--- src/rtl/chunked_sum_pkg.sv ---
// chunked_sum_pkg
//   Shared definitions for the chunked_sum block: FSM state encoding and a
//   helper that sizes counters/indices from the number of values they must hold.
//   Optional feature macro used by the block: CHUNKED_SUM_OVF_EN.
package chunked_sum_pkg;

   typedef enum logic [1:0] {
      ST_IDLE = 2'd0,
      ST_RUN  = 2'd1,
      ST_DONE = 2'd2
   } state_e;

   // Bits needed to hold the values 0..n-1 (at least one bit).
   function automatic int cnt_width(input int n);
      if (n <= 2) begin
         return 1;
      end else begin
         return $clog2(n);
      end
   endfunction

endpackage

--- src/rtl/sum_slice.sv ---
// sum_slice
//   Combinational CHUNK-bit adder with carry in and carry out. The top reuses
//   a single instance for every slice of a multi-cycle operation.
//   Ports:
//     a_i, b_i  CHUNK-bit operand slices
//     c_i       carry into the slice LSB
//     s_o       CHUNK-bit slice sum
//     c_o       carry out of the slice MSB
//     c_msb_o   carry into the slice MSB (only with CHUNKED_SUM_OVF_EN)
module sum_slice #(
   parameter int CHUNK = 2
) (
   input  logic [CHUNK-1:0] a_i,
   input  logic [CHUNK-1:0] b_i,
   input  logic             c_i,
   output logic [CHUNK-1:0] s_o,
   output logic             c_o
`ifdef CHUNKED_SUM_OVF_EN
   ,
   output logic             c_msb_o
`endif
);

   logic [CHUNK:0] sum_full;

   // Widened add so the slice carry-out lands in the top bit.
   always_comb begin
      sum_full = {1'b0, a_i} + {1'b0, b_i} + {{CHUNK{1'b0}}, c_i};
   end

   assign s_o = sum_full[CHUNK-1:0];
   assign c_o = sum_full[CHUNK];

`ifdef CHUNKED_SUM_OVF_EN
   // Sum bit = a ^ b ^ carry-in at the MSB, so the incoming carry is recovered by XOR.
   assign c_msb_o = sum_full[CHUNK-1] ^ a_i[CHUNK-1] ^ b_i[CHUNK-1];
`endif

endmodule

--- src/rtl/chunked_sum.sv ---
// chunked_sum
//   Multi-cycle WIDTH-bit adder/subtractor working CHUNK bits per clock, with
//   the carry held in a flop between slices. Operands arrive on a valid/ready
//   handshake, the result leaves on a valid/ready handshake; no overlap.
//   Subtraction is a + ~b + ~ci, so co=1 means "no borrow".
//   Ports:
//     clk, rst             clock, asynchronous active-high reset
//     in_valid/in_ready    operand handshake (in_ready high only in IDLE)
//     a, b, ci, sub        operands, carry/borrow-in, 0:add 1:subtract
//     out_valid/out_ready  result handshake (out_valid high only in DONE)
//     sum, co              result mod 2^WIDTH and carry-out / not-borrow
//     busy                 high in RUN or DONE
//     ovf                  signed overflow, present only with CHUNKED_SUM_OVF_EN
//   Timing: slices are added on the NSLICE edges after the accepting edge,
//   one further edge commits co/ovf and raises out_valid (NSLICE+1 edges).
module chunked_sum
   import chunked_sum_pkg::*;
#(
   parameter int WIDTH = 8,
   parameter int CHUNK = 2
) (
   input  logic             clk,
   input  logic             rst,
   input  logic             in_valid,
   output logic             in_ready,
   input  logic [WIDTH-1:0] a,
   input  logic [WIDTH-1:0] b,
   input  logic             ci,
   input  logic             sub,
   output logic             out_valid,
   input  logic             out_ready,
   output logic [WIDTH-1:0] sum,
   output logic             co,
   output logic             busy
`ifdef CHUNKED_SUM_OVF_EN
   ,
   output logic             ovf
`endif
);

   localparam int NSLICE = WIDTH / CHUNK;
   localparam int CW     = cnt_width(NSLICE + 1);
   localparam int IW     = cnt_width(WIDTH);
   localparam logic [CW-1:0] CNT_COMMIT = CW'(NSLICE);

   if ((WIDTH % CHUNK) != 0) begin : g_bad_chunk
      $error("chunked_sum: WIDTH must be a multiple of CHUNK");
   end

   state_e           state_q;
   logic [CW-1:0]    cnt_q;
   logic             carry_q;
   logic [WIDTH-1:0] a_q;
   logic [WIDTH-1:0] b_q;
   logic [WIDTH-1:0] sum_q;
   logic             co_q;
   logic             in_ready_q;
   logic             out_valid_q;
   logic             busy_q;

   logic [IW-1:0]    base;
   logic [CHUNK-1:0] a_sl;
   logic [CHUNK-1:0] b_sl;
   logic [CHUNK-1:0] slice_s;
   logic             carry_d;

`ifdef CHUNKED_SUM_OVF_EN
   logic             cmsb_d;
   logic             cmsb_q;
   logic             ovf_q;
`endif

   // Bit offset of the current slice; clamped to 0 on the commit cycle so the select stays in range.
   always_comb begin
      if (cnt_q < CNT_COMMIT) begin
         base = IW'(int'(cnt_q) * CHUNK);
      end else begin
         base = '0;
      end
      a_sl = a_q[base +: CHUNK];
      b_sl = b_q[base +: CHUNK];
   end

   sum_slice #(
      .CHUNK (CHUNK)
   ) u_slice (
      .a_i     (a_sl),
      .b_i     (b_sl),
      .c_i     (carry_q),
      .s_o     (slice_s),
      .c_o     (carry_d)
`ifdef CHUNKED_SUM_OVF_EN
      ,
      .c_msb_o (cmsb_d)
`endif
   );

   // Control FSM, operand/sum registers, carry flop, slice counter and registered outputs.
   always_ff @(posedge clk or posedge rst) begin
      if (rst) begin
         state_q     <= ST_IDLE;
         cnt_q       <= '0;
         carry_q     <= 1'b0;
         a_q         <= '0;
         b_q         <= '0;
         sum_q       <= '0;
         co_q        <= 1'b0;
         in_ready_q  <= 1'b1;
         out_valid_q <= 1'b0;
         busy_q      <= 1'b0;
`ifdef CHUNKED_SUM_OVF_EN
         cmsb_q      <= 1'b0;
         ovf_q       <= 1'b0;
`endif
      end else begin
         case (state_q)
            ST_IDLE: begin
               // in_ready_q is high throughout IDLE, so in_valid alone completes the handshake.
               if (in_valid) begin
                  a_q        <= a;
                  b_q        <= sub ? ~b : b;
                  carry_q    <= sub ? ~ci : ci;
                  cnt_q      <= '0;
                  state_q    <= ST_RUN;
                  in_ready_q <= 1'b0;
                  busy_q     <= 1'b1;
               end else begin
                  state_q    <= ST_IDLE;
               end
            end
            ST_RUN: begin
               if (cnt_q == CNT_COMMIT) begin
                  // All slices written; carry_q now holds the carry out of the MSB.
                  co_q        <= carry_q;
`ifdef CHUNKED_SUM_OVF_EN
                  ovf_q       <= cmsb_q ^ carry_q;
`endif
                  out_valid_q <= 1'b1;
                  state_q     <= ST_DONE;
               end else begin
                  sum_q[base +: CHUNK] <= slice_s;
                  carry_q              <= carry_d;
`ifdef CHUNKED_SUM_OVF_EN
                  cmsb_q               <= cmsb_d;
`endif
                  cnt_q                <= cnt_q + CW'(1);
               end
            end
            ST_DONE: begin
               if (out_ready) begin
                  out_valid_q <= 1'b0;
                  in_ready_q  <= 1'b1;
                  busy_q      <= 1'b0;
                  state_q     <= ST_IDLE;
               end else begin
                  state_q     <= ST_DONE;
               end
            end
            default: begin
               state_q     <= ST_IDLE;
               in_ready_q  <= 1'b1;
               out_valid_q <= 1'b0;
               busy_q      <= 1'b0;
            end
         endcase
      end
   end

   assign in_ready  = in_ready_q;
   assign out_valid = out_valid_q;
   assign sum       = sum_q;
   assign co        = co_q;
   assign busy      = busy_q;
`ifdef CHUNKED_SUM_OVF_EN
   assign ovf       = ovf_q;
`endif

endmodule

--- config.mk ---
export PLATFORM = sky130hd
export DESIGN_NAME = chunked_sum
export DESIGN_NICKNAME = d
export VERILOG_FILES = /design/src/rtl/chunked_sum_pkg.sv /design/src/rtl/sum_slice.sv /design/src/rtl/chunked_sum.sv
export SDC_FILE = /design/constraint.sdc
export NUM_CORES = 1
export LEC_CHECK = 0
export ABC_AREA = 1
export CAP_MARGIN = 20
export CORE_MARGIN = 5
export CORE_UTILIZATION = 54
export CTS_BUF_LIST = sky130_fd_sc_hd__clkbuf_4 sky130_fd_sc_hd__clkbuf_8
export CTS_CLUSTER_DIAMETER = 80
export DETAILED_ROUTE_END_ITERATION = 7
export PLACE_DENSITY = 0.79
export SLEW_MARGIN = 15
export SYNTH_ARGS = -nofsm -noshare
export SYNTH_HDL_FRONTEND = slang
export SYNTH_SLANG_ARGS = --single-unit
--- constraint.sdc ---
create_clock -name clk -period 3.02 [get_ports clk]
set_clock_uncertainty 0.15 [all_clocks]
set_input_delay 0.755 -clock clk [delete_from_list [all_inputs] [get_ports clk]]
set_output_delay 0.755 -clock clk [all_outputs]
set_load 0.01 [all_outputs]
Yosys cells after proc, flatten, opt, wreduce, memory -nomap -nowiden
Cells that the tools add are included.

Memories: 0. Memory bits (read-only): 0. Input port bits: 22. Latch bits: 0. Bits in writable memories: 0. Register bits after elaboration: 34.

Reductions and logical operators: 8. $add $sub $neg: 4. Muxes and demuxes: 22. Multipliers: 0. Divide/modulo/power cells: 0. Bitwise operators: 5. Shifts and indexed selects: 4. Order comparisons: 1. Eq/ne operators: 7.

Operator list (count): variable part select 8 x 4 -> 2 bit (2); two-way mux 1 bit (9); two-way mux 3 bit (3); one-hot mux 1 bit (3 select lines) (3); AND reduction 3 bit (3); bitwise mux 8 bit (1); two-way mux 8 bit (1); inequality test 2 bit (second input constant) (4); inverter 8 bit (1); variable shift 2 x 5 -> 8 bit (first input constant) (1); variable part select 2 x 5 -> 8 bit (1); one-hot mux 2 bit (3 select lines) (1); one-hot mux 3 bit (2 select lines) (1); AND reduction 2 bit (3); negator 3 -> 5 bit (1); two-way mux 2 bit (2); inverter 1 bit (4); adder 2 x 2 -> 3 bit (1); adder 3 x 1 -> 3 bit (1); adder 3 x 1 -> 3 bit (second input constant) (1); equality test 3 bit (second input constant) (1); < comparator 3 bit (second input constant) (1); equality test 2 x 1 -> 1 bit (second input constant) (1); equality test 2 bit (second input constant) (1); other kinds (3) (3).

Logic depth before layout (Yosys ltp)
Depth in word-level cells: 7. Gate-level depth with buffers: 16. Gate-level depth less buffers: 14.

By module
A second synthesis with hierarchy kept.

Cell total of the unflattened synthesis: 244. Area total of the unflattened synthesis: 1818.0 µm².

By module, submodules not included: chunked_sum (area each 1747.9 µm², instances 1, cells each 234); sum_slice (area each 70.1 µm², instances 1, cells each 10).

Worst setup path after synthesis
No wires, ideal clock.

Path type: register to register. From: register cnt_q[2]. To: register sum_q[5], in the netlist sum[5]. Library setup time: 0.117 ns. Path buffers: 2. Data required time: 2.753 ns. Cell stages (with the launch flop): 17. Clock period less this slack: 2.353 ns. Path slack: 0.667 ns. Arrival: 2.086 ns. Cell sequence: dfrtp_1 buf_6 inv_2 nand2_2 buf_6 nor2_1 o21ai_0 nand2_1 fa_1 inv_1 fa_1 inv_1 nor2_1 inv_1 nor2_1 nand2_1 nand2_1.

Cells in the longest elaborated chain, start to end: 7. Elaborated cells on any way between the ends: 13.

Ends and longest elaborated chain: from (decl) (RTL line chunked_sum.sv:51) `logic [CW-1:0] cnt_q;`; from (signal assigned) (RTL line chunked_sum.sv:146) `cnt_q <= cnt_q + CW'(1);`; < comparator 3 bit (RTL line chunked_sum.sv:75) `if (cnt_q < CNT_COMMIT) begin`; two-way mux 3 bit (RTL line chunked_sum.sv:75); variable part select 8 x 4 -> 2 bit (on tied branches) (RTL line chunked_sum.sv:80, chunked_sum.sv:81); adder 2 x 2 -> 3 bit (RTL line sum_slice.sv:28) `sum_full = {1'b0, a_i} + {1'b0, b_i} + {{CHUNK{1'b0}}, c_i};`; adder 3 x 1 -> 3 bit (RTL line sum_slice.sv:28); variable part select 2 x 5 -> 8 bit (RTL line chunked_sum.sv:141) `sum_q[base +: CHUNK] <= slice_s;`; bitwise mux 8 bit (RTL line chunked_sum.sv:141); to (signal, indexed assignment) (RTL line chunked_sum.sv:141); to (decl) (RTL line chunked_sum.sv:55) `logic [WIDTH-1:0] sum_q;`.

Several ways; a longest one is shown, not always the timed one. A chain may end at the register's enable or synchronous reset.

Worst setup path after layout
Same ends and word-level chain as after synthesis.

==> metrics.csv <==
metric,value,unit
worst slew pin tran,0.5005,ns
Antenna Cells,0,
max cap viols,0,
Reg power frac,34.8,%
pwr/cell area,1014,nW/um^2
clk buf depth,2,
Mapped Avg Cell Area,7.847,sq um
warnings from Yosys,0,
H-tree depth,2,
Critical Path Source Type,register,
Crit Path Category,register to register,
GR Util All Layers,16.57,%
# IOs,34,
clock sink count,34,
Post-DP Area,2201,sq um
Internal,0.001270,W
R2R Setup Slk,0.38,ns
Critical Path End Type,register,
Worst Setup EP,sum[5],
per-cell routed wire length,10.50,um
Leakage,1.135,nW
FILL cells,305,
Switching Share,44.43,%
status,completed,
Critical R2R Capture,sum[5],
synthesized flop and latch total,34,
row count,21,
"Max FO, Critical Path",14,
vias in the first global route,1377,
Hold WS,0.3253,ns
fmax,378.8,MHz
r2r startpoint,cnt_q[2],
antenna violations before repair,0,
CTS tree,built,
multi-input logic area,848.3,sq um
Resized cells post-CTS,0,
first-pass GRT wire length,5.796,mm
antenna-violating nets left,0,
clock latency on the worst-skew pair,0.34,ns
sequential fraction of the synthesis area,46.01,%
Post-Synthesis Cells,236,
Final Instance Count excl. Fillers,318,
pin count of the biggest net entering global routing,35,
Synth cell types,20,
setup TNS,0,ns
Setup Viol. Count Final,0,
GP Congestion,0.8924,
worst reg2reg path depth,14,
Remaining DRCs,0,
Die Span Y,68.56,um
sw power,0.001015,W
register area,852.1,sq um
Rel. slew slack,66.53,%
Clk pwr share,10.8,%
Crit path arrival time,2.72,ns
total core area,3337,sq um
vias,1519,
cts bufs inserted,5,
hold buffers post-CTS,0,
fin crit share,87.41,%
Initial Util,55.49,%
Initial DRC Count,50,
VDD IR max,0.0004569,V
final wirelength,3.338,mm
IO buf count,33,
Final Cell Area,2253,sq um
Max Transition Viols Final,0,
Post-CTS Setup Bufs,0,
RSZ-0062 raised after global routing,false,
Worst EP required,3.10,ns
GR Overflow Total,0,
DR vias/cell,4.777,
first-pass iteration count of the detailed router,4,
Post-Syn Nets,267,
clock slew at reported path FFs,0.10,ns
crit path from,cnt_q[2],
Die Span X,68.56,um
Final Hold Vio Count,0,
post-synthesis instance area,1852,sq um
hold path depth,2,
fraction of layout cells with a size suffix above 1,7.721,%
crit path time final,2.640,ns
Inst Count DP,311,
dpl hpwl,2.566,mm
root buffer cell,clkbuf_4,
Die Area,4700,sq um
Layout area overhead,21.69,%
combinational fraction of design power,54.4,%
Layout Nets,303,
worst hold path class,register to register,
[power groups by stage]
stage	Sequential, W	Clock [W]	Combinational, W
global placement	0.000800	0	0.00122
floorplan	0.000800	0	0.000920
finish	0.000795	0.000247	0.00124
global route	0.000823	0.000272	0.00145
CTS	0.000796	0.000255	0.00126
detailed placement	0.000806	0	0.00125
[flip-flops by register name (all words and copies together), names as in the netlist]
register / flops
b_q: 8
cnt_q: 3
carry_q: 1
sum: 8
in_ready: 1
out_valid: 1
state_q: 2
a_q: 8
co: 1
busy: 1
[cell usage after synthesis]
master    n  area share (%)
xnor2_1   8             3.8
nand3_1  16             4.3
dfstp_2   1             1.4
o21ai_1  11             3.0
ha_1      7             4.7
nor2_2    1            0.34
inv_1    24             4.9
o21ai_0   9             2.4
nor2_4    2             1.2
nand2_1  94              19
dfrtp_1  33              45
buf_4     1            0.41
nand2_2   4             1.4
buf_2     1            0.27
nor3_1    1            0.27
buf_6     3             1.8
inv_2     4            0.81
fa_1      2             2.2
nand3_2   1            0.54
nor2_1   13             2.6
[worst min path at each step]
stage	from	end	slack [ns]
finish	sum[5]	sum[5]	0.33
detailed placement	sum[5]	sum[5]	0.31
global placement	busy	busy	0.30
global route	in_ready	in_ready	0.35
floorplan	carry_q	carry_q	0.30
CTS	sum[5]	sum[5]	0.33
[final cells by class]
cell class,count,share of cell area (%)
sequential,34,37.81
multi-input combinational,169,37.65
timing repair buffer,34,14.99
inverter,28,4.664
tap,46,2.554
clock buffer,7,2.332
[cell usage in the layout, fill, tap and decap left out, drive strengths merged]
cell type	instances
ha	7
nor2	16
dfrtp	33
nor3	1
clkbuf	7
nand2	98
xnor2	8
inv	28
fa	2
clkdlybuf4s50	33
o21ai	20
buf	1
dfstp	1
nand3	17
[cells by family (layout without fill, tap and decap cells)]
kind of cell	after synthesis	in the layout	synth area share [%]
AOI/OAI and AO/OA	20	20	5.405
xor gates and xnor gates	8	8	3.784
adders and majority gates	9	9	6.892
buffers and inverters	33	69	8.175
DFF	34	34	46.01
and+or+nand+nor	132	132	29.73
[critical path: stages, from the launching register on]
cell and delay [ns]:
dfrtp_1 0.56, inv_2 0.07, nand2_2 0.22, nor2_1 0.06, o21ai_0 0.15, nand2_1 0.09, fa_1 0.40, inv_1 0.09
fa_1 0.43, inv_1 0.07, nor2_1 0.05, inv_1 0.05, nor2_1 0.04, nand2_1 0.05, nand2_1 0.04
[through the flow]
step / power [W] / setup slack (ns) / util, %
floorplan: 0.001720 / 0.6672 / -
global placement: 0.002023 / 0.4729 / 65.95
detailed placement: 0.002060 / 0.3986 / 65.95
CTS: 0.002312 / 0.3735 / 67.53
global route: 0.002548 / 0.06323 / 67.53
finish: 0.002285 / 0.3803 / 67.53
[routing by layer]
| metal | wire, um | part of all wire [%] | track usage, % |
|---|---|---|---|
| met2 | 1582 | 47 | 25.98 |
| met5 | 0 | 0 | 0 |
| met3 | 173 | 5.2 | 5.348 |
| met4 | 89 | 2.7 | 7.444 |
| met1 | 1491 | 45 | 20.77 |
Note: power is estimated with default switching activity, not from simulation.
